[src/rtl/regfile_mp.sv]
// regfile_mp: multi-port integer register file with a per-register
// pending-write scoreboard.
//
// Ports (all on clk, rst synchronous active-high):
//   wr_en   [NUM_WR]         per-port write enable
//   wr_adr  [NUM_WR*ADDR_W]  write address, port i at [i*ADDR_W +: ADDR_W]
//   wr_data [NUM_WR*DATA_W]  write data, port i at [i*DATA_W +: DATA_W]
//   rd_en   [NUM_RD]         per-port read enable
//   rd_adr  [NUM_RD*ADDR_W]  read addresses
//   rd_data [NUM_RD*DATA_W]  registered read data (holds when rd_en=0)
//   rd_valid[NUM_RD]         one-cycle pulse after an accepted read
//   rd_busy [NUM_RD]         registered pending-write flag of the register read
//   rsv_en / rsv_adr         mark a destination register as pending
//
// Build option: define REGFILE_BYPASS_EN for write-first reads (a read that
// collides with a same-cycle write returns the write data). Without it reads
// are read-first and return the pre-edge contents and busy bit.

// One read lane: captures the selected data/busy on an accepted read and
// pulses valid for one cycle.
module regfile_mp_rd_lane #(
  parameter int DATA_W = 32
) (
  input  logic              clk,
  input  logic              rst,
  input  logic              en_i,
  input  logic [DATA_W-1:0] data_i,
  input  logic              busy_i,
  output logic [DATA_W-1:0] data_o,
  output logic              valid_o,
  output logic              busy_o
);
  logic [DATA_W-1:0] data_q;
  logic              busy_q;
  logic              valid_q;

  always_ff @(posedge clk) begin
    if (rst) begin
      data_q  <= '0;
      busy_q  <= 1'b0;
      valid_q <= 1'b0;
    end else begin
      valid_q <= en_i;
      if (en_i) begin
        data_q <= data_i;
        busy_q <= busy_i;
      end
    end
  end

  assign data_o  = data_q;
  assign busy_o  = busy_q;
  assign valid_o = valid_q;
endmodule

module regfile_mp #(
  parameter int DATA_W   = 32,
  parameter int ADDR_W   = 5,
  parameter int NUM_RD   = 2,
  parameter int NUM_WR   = 1,
  parameter int ZERO_REG = 1
) (
  input  logic                     clk,
  input  logic                     rst,
  input  logic [NUM_WR-1:0]        wr_en,
  input  logic [NUM_WR*ADDR_W-1:0] wr_adr,
  input  logic [NUM_WR*DATA_W-1:0] wr_data,
  input  logic [NUM_RD-1:0]        rd_en,
  input  logic [NUM_RD*ADDR_W-1:0] rd_adr,
  output logic [NUM_RD*DATA_W-1:0] rd_data,
  output logic [NUM_RD-1:0]        rd_valid,
  output logic [NUM_RD-1:0]        rd_busy,
  input  logic                     rsv_en,
  input  logic [ADDR_W-1:0]        rsv_adr
);
  localparam int DEPTH = 1 << ADDR_W;

  logic [DEPTH-1:0][DATA_W-1:0] mem_q, mem_d;
  logic [DEPTH-1:0]             busy_q, busy_d;

  function automatic logic is_zero(input logic [ADDR_W-1:0] a);
    return (ZERO_REG != 0) && (a == '0);
  endfunction

  // Ports are applied in ascending order so the highest index wins a
  // same-address collision; the reserve is applied last so a new producer
  // keeps the register busy even when the old one writes back this cycle.
  always_comb begin
    mem_d  = mem_q;
    busy_d = busy_q;
    for (int w = 0; w < NUM_WR; w++) begin
      if (wr_en[w] && !is_zero(wr_adr[w*ADDR_W +: ADDR_W])) begin
        mem_d[wr_adr[w*ADDR_W +: ADDR_W]]  = wr_data[w*DATA_W +: DATA_W];
        busy_d[wr_adr[w*ADDR_W +: ADDR_W]] = 1'b0;
      end
    end
    if (rsv_en && !is_zero(rsv_adr)) busy_d[rsv_adr] = 1'b1;
  end

  always_ff @(posedge clk) begin
    if (rst) begin
      mem_q  <= '0;
      busy_q <= '0;
    end else begin
      mem_q  <= mem_d;
      busy_q <= busy_d;
    end
  end

  for (genvar r = 0; r < NUM_RD; r++) begin : g_rd
    logic [ADDR_W-1:0] ra;
    logic [DATA_W-1:0] data_nxt;
    logic              busy_nxt;

    assign ra = rd_adr[r*ADDR_W +: ADDR_W];

    always_comb begin
      data_nxt = mem_q[ra];
      busy_nxt = busy_q[ra];
`ifdef REGFILE_BYPASS_EN
      // Forward the highest-index colliding write; its clear applies unless
      // a same-cycle reserve re-marks the register.
      for (int w = 0; w < NUM_WR; w++) begin
        if (wr_en[w] && (wr_adr[w*ADDR_W +: ADDR_W] == ra)) begin
          data_nxt = wr_data[w*DATA_W +: DATA_W];
          busy_nxt = rsv_en && (rsv_adr == ra);
        end
      end
`endif
      if (is_zero(ra)) begin
        data_nxt = '0;
        busy_nxt = 1'b0;
      end
    end

    regfile_mp_rd_lane #(.DATA_W(DATA_W)) u_lane (
      .clk     (clk),
      .rst     (rst),
      .en_i    (rd_en[r]),
      .data_i  (data_nxt),
      .busy_i  (busy_nxt),
      .data_o  (rd_data[r*DATA_W +: DATA_W]),
      .valid_o (rd_valid[r]),
      .busy_o  (rd_busy[r])
    );
  end
endmodule

[config.mk]
export PLATFORM = sky130hd
export DESIGN_NAME = regfile_mp
export DESIGN_NICKNAME = d
export VERILOG_FILES = /design/src/rtl/regfile_mp.sv
export SDC_FILE = /design/constraint.sdc
export NUM_CORES = 2
export LEC_CHECK = 0
export CAP_MARGIN = 20
export CORE_MARGIN = 2
export CORE_UTILIZATION = 40
export CTS_CLUSTER_SIZE = 10
export DETAILED_ROUTE_END_ITERATION = 8
export SYNTH_ARGS = -nofsm -noshare
export SYNTH_HDL_FRONTEND = slang
export SYNTH_HIERARCHICAL = 1
export SYNTH_SLANG_ARGS = --single-unit
[constraint.sdc]
create_clock -name clk -period 2.35 [get_ports clk]
set_input_delay 0.47 -clock clk [delete_from_list [all_inputs] [get_ports clk]]
set_output_delay 0.47 -clock clk [all_outputs]
set_load 0.01 [all_outputs]
==> impl_metrics.toml <==
[run_status]
outcome = "complete, but fails checks"
failed_checks = "setup timing"

[detailed_routing]
num_vias = 51300
drt.antenna.violating_nets = 0
route.detailed.wl_per_inst_um = 27.1
totalWireLength_um = 226000
detail_route.first_pass.iterations = 6
remaining_routing_drc_violations = 0
mean_number_of_vias_per_cell = 6.16
detailedRoute.firstIterationViolations = 6693

[global_routing]
first_global_vias = 49300
grt_antenna_before_repair = 5
use_met2_pct = 48.1
grt_first_pass_wirelength_um = 331000
gr-total-overflow = 0
groute.layer.met1.usage_pct = 41.8
grt_busiest_layer = "met2"
grtUsageMet3_pct = 7.48
grt_start_max_net_pins = 111
grt_usage_pct = 31.3

[clocking]
clkLatencyLatePin_ps = 780
post_cts.repair.setup_buffers = 0
cts-root-to-sink-buffers = 3
cts_inserted_buffers = 134
clkTransAtPathRegs_ps = 50
cts.hold.buffers_added = 0
ctsHtreeMaxLevel = 4
cts.sink_count = 1124
cts.root.buffer_cell = "sky130_fd_sc_hd__clkbuf_16"
tritoncts_clock_tree = "yes"

[floorplanning]
core-area_mm2 = 0.138
die_h_um = 377
io-pin-count = 126
die-area_mm2 = 0.142
floorplan.die.width_um = 377
initial_utilization_pct = 40.4
rows = 136

[placed_design]
final_hpwl_dp_um = 149000
buffer_ports.inserted = 125
placedInstanceArea_mm2 = 0.0639
rd_place_congestion = 0.937

[critical_path]
crit_fanout = 10
worstSetupEndpointType = "flop"
worstSetupStartpointType = "primary input"
critical_path_class = "in -> reg"
critical_path_arrival_ps = 3120
worstPathRequired_ps = 3060

[sta]
final_max_slew_viol_count = 0
max_slew_margin_pct = 26.9
finalClockSkew_ps = 21.7
finalSetupViolCount = 1
top_achievable_clock_speed_mhz = 414
finalHoldViolations = 0
postLayoutSetupSlackWorst_ps = -63.4
final_clock_period_utilization_by_the_worst_path_pct = 103
final_period_minus_worst_setup_slack_ps = 2410
fin_setup_tns_ps = -63.4
tightest_slew_ps = 1090

[yosys]
ys_seq_area_share_pct = 40.5
ys_async_sr_fraction_pct = 0
mappedNetlistNets = 6298
post_synth_instance_area_mm2 = 0.0556
synthesis.instances = 6240
post_synth_num_cell_types = 43
synth-main-ff-cell = "sky130_fd_sc_hd__dfxtp_1"
ys_ff_latch = 1124
synthesis.yosys.warnings = 6
syn-mean-instance-area_um2 = 8.91
number_of_synthesized_flops_with_an_enable_pin = 0

[power]
power.leakage_nw = 23.3
power_per_cell_area_mw_per_mm2 = 639
ir_drop_uv = 752

[final_layout]
synthToLayoutAreaGrowth_pct = 21.8
utilization_pct = 49.2
antennaDiodeCount = 0
layout_cell_share_with_drive_strength_beyond_1_pct = 20.8
fin_nets = 6556
final_area_mm2 = 0.0677

[worst_hold_path]
min_path_type = "in -> reg"

[job]
max_cap_viol_count = 0
==> synthesized netlist by cell type (8+ instances only) <==
cell / count / area (um^2)
sky130_fd_sc_hd__buf_6: 22 / 248
sky130_fd_sc_hd__buf_4: 27 / 203
sky130_fd_sc_hd__nor4_1: 16 / 100
sky130_fd_sc_hd__buf_1: 12 / 45.0
sky130_fd_sc_hd__nand2_1: 2023 / 7590
sky130_fd_sc_hd__buf_2: 96 / 480
sky130_fd_sc_hd__nor3_1: 44 / 220
sky130_fd_sc_hd__a22oi_1: 97 / 728
sky130_fd_sc_hd__a22o_1: 47 / 412
sky130_fd_sc_hd__nor2_1: 131 / 492
sky130_fd_sc_hd__a2111oi_0: 45 / 394
sky130_fd_sc_hd__mux2_2: 38 / 428
sky130_fd_sc_hd__o32ai_1: 15 / 131
sky130_fd_sc_hd__a21oi_1: 1032 / 5160
sky130_fd_sc_hd__mux2i_1: 309 / 3090
sky130_fd_sc_hd__o22ai_1: 65 / 407
sky130_fd_sc_hd__mux4_2: 432 / 9730
sky130_fd_sc_hd__a2111oi_1: 13 / 130
sky130_fd_sc_hd__dfxtp_1: 1124 / 22500
sky130_fd_sc_hd__and2_1: 19 / 119
sky130_fd_sc_hd__clkbuf_1: 470 / 1760
sky130_fd_sc_hd__a211oi_1: 18 / 135
sky130_fd_sc_hd__nor3b_1: 8 / 60.1
sky130_fd_sc_hd__nor2b_1: 77 / 482
==> stage by stage <==
| stage | setup slack [ps] | total power (W) | instances | hold WS, ps |
|---|---|---|---|---|
| 2_1_floorplan | 0.317 | 0.0220 | 6240 | 443 |
| 3_3_place_gp | -684 | 0.0242 | 8156 | 451 |
| 3_5_place_dp | -667 | 0.0242 | 8156 | 457 |
| 4_1_cts | 14.0 | 0.0433 | 8331 | 62.6 |
| 5_1_grt | -2.91 | 0.0442 | 8331 | 86.0 |
| 6_report | -63.4 | 0.0433 | 8331 | 93.4 |
==> kinds of logic after synthesis <==
family | count (synthesis) | share of synthesized area (%)
AO/OA/AOI/OAI | 1346 | 13.7
flip-flops | 1124 | 40.5
buffers and inverters | 636 | 5.17
AND/OR/NAND/NOR | 2355 | 16.8
multiplexers | 779 | 23.8
==> layout by cell type (no fill, tap or decap), types with 5 or more instances in the layout <==
cell | netlist | layout
sky130_fd_sc_hd__or3b_2 | 6 | 6
sky130_fd_sc_hd__nor4_1 | 16 | 15
sky130_fd_sc_hd__buf_4 | 27 | 428
sky130_fd_sc_hd__nor2b_1 | 77 | 73
sky130_fd_sc_hd__a21oi_1 | 1032 | 1032
sky130_fd_sc_hd__a2111oi_1 | 13 | 26
sky130_fd_sc_hd__nand2_1 | 2023 | 1991
sky130_fd_sc_hd__o32ai_1 | 15 | 15
sky130_fd_sc_hd__and3_1 | 6 | 6
sky130_fd_sc_hd__dfxtp_1 | 1124 | 1116
sky130_fd_sc_hd__nor2_1 | 131 | 101
sky130_fd_sc_hd__a22oi_1 | 97 | 97
sky130_fd_sc_hd__clkbuf_1 | 470 | 15
sky130_fd_sc_hd__mux2_2 | 38 | 38
sky130_fd_sc_hd__nand3b_1 | 7 | 7
sky130_fd_sc_hd__a2111oi_0 | 45 | 32
sky130_fd_sc_hd__nand2_2 | 0 | 32
sky130_fd_sc_hd__dfxtp_2 | 0 | 8
sky130_fd_sc_hd__nor3_1 | 44 | 44
sky130_fd_sc_hd__and3b_1 | 7 | 7
sky130_fd_sc_hd__clkbuf_8 | 0 | 9
sky130_fd_sc_hd__a211oi_1 | 18 | 18
sky130_fd_sc_hd__mux4_2 | 432 | 432
sky130_fd_sc_hd__inv_6 | 0 | 7
sky130_fd_sc_hd__nor3b_1 | 8 | 8
sky130_fd_sc_hd__buf_12 | 6 | 203
sky130_fd_sc_hd__a22o_1 | 47 | 47
sky130_fd_sc_hd__mux2i_1 | 309 | 309
sky130_fd_sc_hd__clkdlybuf4s50_1 | 0 | 111
sky130_fd_sc_hd__clkbuf_16 | 0 | 140
sky130_fd_sc_hd__o22ai_1 | 65 | 65
sky130_fd_sc_hd__nor2_4 | 0 | 30
sky130_fd_sc_hd__and2_1 | 19 | 16
sky130_fd_sc_hd__a221o_1 | 5 | 5
sky130_fd_sc_hd__buf_2 | 96 | 5
==> worst max-delay path, stage by stage <==
cell	delay, ps
sky130_fd_sc_hd__clkdlybuf4s50_1	770
sky130_fd_sc_hd__clkinv_1	230
sky130_fd_sc_hd__nand2_2	130
sky130_fd_sc_hd__buf_12	150
sky130_fd_sc_hd__buf_4	220
sky130_fd_sc_hd__a211oi_1	110
sky130_fd_sc_hd__nor4_1	750
sky130_fd_sc_hd__mux2i_1	160
sky130_fd_sc_hd__nor2_1	110
==> flip-flops by register name, indices dropped and copies added, names as in the netlist <==
register             cells
mem_q                 1024
g_rd.u_lane/data_o      64
busy_q                  32
g_rd.u_lane/busy_o       2
g_rd.u_lane/valid_o      2
==> report_power, final <==
group	switching (W)	leakage [nW]	internal, W
Sequential	0.000178	9.07	0.0193
Combinational	0.00269	12.4	0.00178
Clock	0.00826	1.88	0.0111
Total	0.0111	23.3	0.0321
==> path summary, 6_finish.rpt <==
kind | slack [ps] | start | end | cells after the start
setup / recovery | -60 | rd_adr[4] | g_rd[0].u_lane/data_o[0]$_SDFFE_PP0P_ | 9
setup reg to reg | 30 | mem_q[747]$_SDFFE_PP0P_ | g_rd[0].u_lane/data_o[11]$_SDFFE_PP0P_ | 6
hold reg to reg | 460 | mem_q[196]$_SDFFE_PP0P_ | mem_q[196]$_SDFFE_PP0P_ | 2
hold / removal | 90 | rst | g_rd[0].u_lane/data_o[27]$_SDFFE_PP0P_ | 2
==> area by class of cell <==
cell class / instances / area [um^2]
fill: 12500 / 69900
multi-input combinational: 4480 / 30600
sequential: 1124 / 22500
timing repair buffer: 756 / 8530
clock buffer: 163 / 3670
tap: 1794 / 2240
clock inverter: 12 / 170
inverter: 2 / 7.51
==> timing repair <==
item | in CTS | in global routing
pin swaps | 0 | 0
setup endpoints to repair | 10 | 4
resized for setup | 10 | 4
==> per-layer routing <==
metal	routed length (um)	part of all wire [%]
met5	27	0.012
met4	11200	4.9
met3	26600	12
met2	99600	44
met1	88500	39
No activity file was read; power rests on OpenSTA's default activity.
